**src/rtl/thresh_pwm_ctrl.sv**
```systemverilog
// Threshold PWM controller: two 8-bit threshold codes encoded as 1024-clock PWM
// waveforms, with ordered, period-aligned updates through a single write port.
module thresh_pwm_ctrl (
  input  logic       clk,
  input  logic       rst_n,
  input  logic       wrt,
  input  logic       sel_VIH,
  input  logic [7:0] wdata,
  output logic       rdy,
  output logic       err,
  output logic       VIL_PWM,
  output logic       VIH_PWM,
  output logic       settled
);

  logic [9:0] cnt_q, cnt_d;
  logic [7:0] vil_act_q, vil_act_d, vih_act_q, vih_act_d;
  logic [7:0] vil_pnd_q, vil_pnd_d, vih_pnd_q, vih_pnd_d;
  logic       vil_vld_q, vil_vld_d, vih_vld_q, vih_vld_d;
  logic       rdy_q, rdy_d, err_q, err_d;
  logic       vil_pwm_q, vil_pwm_d, vih_pwm_q, vih_pwm_d;
  logic       seen_wrap_q, seen_wrap_d, settled_q, settled_d;
  logic       wrap, apply, order_ok, accept;

  always_comb begin
    cnt_d       = cnt_q + 10'd1;
    vil_act_d   = vil_act_q;
    vih_act_d   = vih_act_q;
    vil_pnd_d   = vil_pnd_q;
    vih_pnd_d   = vih_pnd_q;
    vil_vld_d   = vil_vld_q;
    vih_vld_d   = vih_vld_q;
    seen_wrap_d = seen_wrap_q;
    settled_d   = settled_q;

    wrap  = (cnt_q == 10'd1023);
    apply = wrap & (vil_vld_q | vih_vld_q);

    if (wrap && vil_vld_q) begin
      vil_act_d = vil_pnd_q;
      vil_vld_d = 1'b0;
    end
    if (wrap && vih_vld_q) begin
      vih_act_d = vih_pnd_q;
      vih_vld_d = 1'b0;
    end

    // Ordering is judged against the active pair; with rdy high nothing is pending.
    order_ok = sel_VIH ? (wdata > vil_act_q) : (wdata < vih_act_q);
    accept   = wrt & rdy_q & order_ok;
    if (accept) begin
      if (sel_VIH) begin
        vih_pnd_d = wdata;
        vih_vld_d = 1'b1;
      end else begin
        vil_pnd_d = wdata;
        vil_vld_d = 1'b1;
      end
    end
    err_d = wrt & ~accept;
    rdy_d = ~(vil_vld_d | vih_vld_d);

    // The apply wrap itself does not count; settle on the second wrap after it.
    if (apply) begin
      seen_wrap_d = 1'b0;
      settled_d   = 1'b0;
    end else if (wrap) begin
      if (seen_wrap_q) settled_d = 1'b1;
      else             seen_wrap_d = 1'b1;
    end

    vil_pwm_d = (cnt_d < {vil_act_d, 2'b00});
    vih_pwm_d = (cnt_d < {vih_act_d, 2'b00});
  end

  always_ff @(posedge clk) begin
    if (!rst_n) begin
      cnt_q       <= 10'd0;
      vil_act_q   <= 8'h55;
      vih_act_q   <= 8'hAA;
      vil_pnd_q   <= 8'h00;
      vih_pnd_q   <= 8'h00;
      vil_vld_q   <= 1'b0;
      vih_vld_q   <= 1'b0;
      rdy_q       <= 1'b1;
      err_q       <= 1'b0;
      vil_pwm_q   <= 1'b0;
      vih_pwm_q   <= 1'b0;
      seen_wrap_q <= 1'b0;
      settled_q   <= 1'b0;
    end else begin
      cnt_q       <= cnt_d;
      vil_act_q   <= vil_act_d;
      vih_act_q   <= vih_act_d;
      vil_pnd_q   <= vil_pnd_d;
      vih_pnd_q   <= vih_pnd_d;
      vil_vld_q   <= vil_vld_d;
      vih_vld_q   <= vih_vld_d;
      rdy_q       <= rdy_d;
      err_q       <= err_d;
      vil_pwm_q   <= vil_pwm_d;
      vih_pwm_q   <= vih_pwm_d;
      seen_wrap_q <= seen_wrap_d;
      settled_q   <= settled_d;
    end
  end

  assign rdy     = rdy_q;
  assign err     = err_q;
  assign VIL_PWM = vil_pwm_q;
  assign VIH_PWM = vih_pwm_q;
  assign settled = settled_q;

endmodule

```
**config.mk**
```make
export PLATFORM = sky130hd
export DESIGN_NAME = thresh_pwm_ctrl
export DESIGN_NICKNAME = d
export VERILOG_FILES = /design/src/rtl/thresh_pwm_ctrl.sv
export SDC_FILE = /design/constraint.sdc
export NUM_CORES = 1
export LEC_CHECK = 0
export BUFFER_PORTS_ARGS = -buffer_cell sky130_fd_sc_hd__buf_2
export CELL_PAD_IN_SITES_DETAIL_PLACEMENT = 1
export CELL_PAD_IN_SITES_GLOBAL_PLACEMENT = 1
export CORE_ASPECT_RATIO = 0.9
export CORE_MARGIN = 4
export CORE_UTILIZATION = 44
export CTS_BUF_LIST = sky130_fd_sc_hd__clkbuf_4
export DETAILED_ROUTE_END_ITERATION = 12
export GPL_TIMING_DRIVEN = 0
export PLACE_DENSITY = 0.87
export SYNTH_ARGS = -nofsm -noshare
export SYNTH_HDL_FRONTEND = slang
export SYNTH_SLANG_ARGS = --single-unit
```
**constraint.sdc**
```tcl
create_clock -name clk -period 2.4 [get_ports clk]
set_input_delay 0.48 -clock clk [delete_from_list [all_inputs] [get_ports clk]]
set_output_delay 0.48 -clock clk [all_outputs]
set_load 0.01 [all_outputs]
```
==> qor.txt <==
Synthesized instance count -> 277
Post-Place Setup Slack -> -0.440 ns
Clock power frac -> 0.284
Slew headroom -> 0.590
YS warnings -> 0
Crit end category -> register
Hold slack final -> 0.325 ns
Count leader, synth -> dfxtp_1
Tcrit/Tclk final -> 1.08
RSZ-0062 raised after global routing -> yes
Leakage -> 0.00147 uW
Antenna viol nets, final -> 0
Port bufs -> 16
Clk slew on worst S/H paths -> 0.17 ns
Post-synth top area share -> 0.385
1st-iter DRT viols -> 77
Failing checks -> negative setup slack
Flop pwr share -> 0.608
Cts bufs inserted -> 5
Maxcap violations -> 0
WP data required -> 2.74 ns
Setup violations, final -> 2
PD cells -> 459 nW/um2
Gp weighted congestion -> 0.834
Synth area leader -> dfxtp_1
Clk buf depth -> 2
CP Launch Type -> register
Crit-path most repeated cell -> ha_4
Critical path type -> register to register
Library cells used by synthesis -> 39
CTS tree -> built
Clock Latency Late Sink -> 0.40 ns
Global-route wire length before repair -> 12,000 um
Fin. max-slew vios -> 0
Die Wd -> 89.0 um
Max Clock Skew -> 0.0315 ns
# IOs -> 17
Post-Syn Nets -> 319
Vias in the first global route -> 2,370
Max FO, Critical Path -> 5
Nets@finish -> 356
Worst Tran Pin Value -> 0.614 ns
H-tree depth -> 2
Grt total ovfl -> 0
Overall routing resource usage -> 0.225
Initial Util -> 0.456
Vias -> 2,127
Placed inst area -> 2790 um2
Sw Pwr -> 398 uW
Syn Area/Cell -> 9.38 um2
Switching Share -> 0.278
DR WL/cell -> 19.1 um
Detailed placement HPWL -> 4890 um
Drt pass-1 iters -> 4
Vias/cell -> 5.52
# hold bufs at CTS -> 0
Core area -> 5690 um2
Crit-path slowest cell -> or4_4
Internal power -> 1030 uW
Top_reg_cell synth -> dfxtp_1
Final-report hold violation count -> 0
Root buffer cell -> clkbuf_4
Initial antenna violation count -> 0
Maximum VDD drop -> 0.306 mV
# fillers -> 663
P&R area growth vs syn -> 20.0%
Sink Count -> 50
Full die area -> 7200 um2
Top post-synthesis cells by area -> dfxtp_1, ha_1, mux2i_1
Die Y -> 80.9 um
Status -> finished, violations left
Seq/Total Area, Yosys -> 0.385
Post-synth top cells -> dfxtp_1, nand2_1, mux2i_1
Min Clock Period, post-route -> 2.60 ns
Post-synth EDFFs -> 0
Yosys reg bits -> 50
Max incr delay on CP -> 0.45 ns
Fmax -> 384 MHz
Gate power share -> 0.108
Final wirelength -> 7370 um
Worst Path Arrival -> 2.95 ns
Row cnt -> 26
Setup ws final -> -0.203 ns
CP Cell Sequence -> ha_4 -> nand4_1 -> or4_4 -> buf_12 -> mux2i_4 -> ha_4 -> a21o_1 -> a221oi_4 -> and3_4 -> a22o_1
Ys async rst share -> 0
Mapped cell area -> 2600 um2
Remaining DRCs -> 0
Hold crit path type -> primary input to register
Post-layout instance area -> 3120 um2
Largest net degree at the start of global routing -> 17
Layout cells sized above 1 -> 0.213
Inserted Diodes -> 0
[power by group through the flow]
| stage | logic (uW) | clock network [uW] | registers, uW |
|---|---|---|---|
| detailed placement | 139 | 0 | 889 |
| finish | 154 | 407 | 871 |
| global placement | 133 | 0 | 888 |
| CTS | 148 | 413 | 870 |
| global route | 171 | 459 | 874 |
| floorplan | 86.5 | 0 | 887 |
[kinds of logic (layout without fill, tap and decap cells)]
group           count (synthesis)  count (layout)  synth area share
compound gates                 31              31            0.0799
fa+ha+maj                      30              30             0.144
buf+inv                        29              67            0.0457
flops                          50              50             0.385
simple gates                   97              97             0.195
mux                            32              32             0.123
xor+xnor                        8               8            0.0270
[worst max-delay path: cells and delay by family, from the launching register on]
| family | cells | cell delay, ns |
|---|---|---|
| simple gates | 3 | 0.78 |
| compound gates | 3 | 0.63 |
| flops | 1 | 0.38 |
| fa+ha+maj | 2 | 0.37 |
| mux | 1 | 0.22 |
| buf+inv | 1 | 0.17 |
[metrics by stage]
stage	util	TNS [ns]	total power, uW	cells
global route	0.548	-0.578	1500	385
CTS	0.539	-0.209	1430	383
finish	0.548	-0.333	1430	385
floorplan	-	0	974	277
detailed placement	0.491	-1.81	1030	363
global placement	0.491	-0.603	1020	363
[cell usage in the layout (no fill, tap or decap), types with 7 or more instances in the layout]
master | Yosys | final
nor2b_1 | 14 | 14
ha_1 | 30 | 27
and2_1 | 10 | 10
mux2i_1 | 32 | 26
buf_2 | 2 | 17
nor2_1 | 7 | 7
xnor2_1 | 7 | 7
dfxtp_1 | 50 | 44
nand3_1 | 11 | 11
buf_4 | 0 | 14
inv_1 | 20 | 20
nand2_1 | 39 | 39
[registers in the layout (all words and copies together), names as in the netlist]
signal / cells
VIH_PWM: 1
VIL_PWM: 1
cnt_q: 10
err: 1
rdy: 1
seen_wrap_q: 1
settled: 1
vih_act_q: 8
vih_pnd_q: 8
vih_vld_q: 1
vil_act_q: 8
vil_pnd_q: 8
vil_vld_q: 1
[final cells by class]
class / instances / area, um2 / share of cell area
Buffer: 9 / 55.1 / 0.0177
Inverter: 20 / 75.1 / 0.0241
Timing Repair Buffer: 30 / 185 / 0.0594
Multi-Input combinational cell: 198 / 1640 / 0.527
Sequential cell: 50 / 1010 / 0.325
Clock inverter: 3 / 21.3 / 0.00682
Clock buffer: 5 / 37.5 / 0.0120
Tap cell: 70 / 87.6 / 0.0281
[routing by layer]
layer / global-route usage / share of wire / up-vias
met1: 0.271 / 0.44 / 1044
met2: 0.399 / 0.50 / 32
met5: 0 / 0 / -
met4: 0.0923 / 0.035 / 0
li1: - / - / 1034
met3: 0.0304 / 0.027 / 17
[path summary, 6_finish.rpt]
kind	endpoint	slack [ns]	cells past startpoint	from
hold / removal	err	0.33	3	wrt
hold reg to reg	vih_pnd_q[1]	0.48	2	vih_pnd_q[1]
setup reg to reg	VIH_PWM	-0.20	10	cnt_q[1]
setup / recovery	VIH_PWM	-0.20	10	cnt_q[1]
[timing repair]
item,in CTS,in global routing
setup endpoints to repair,2,11
hold endpoints to repair,0,0
pin swaps,2,2
setup buffers,12,2
gates resized for setup,24,6
Power figures use the tool's default switching activity.
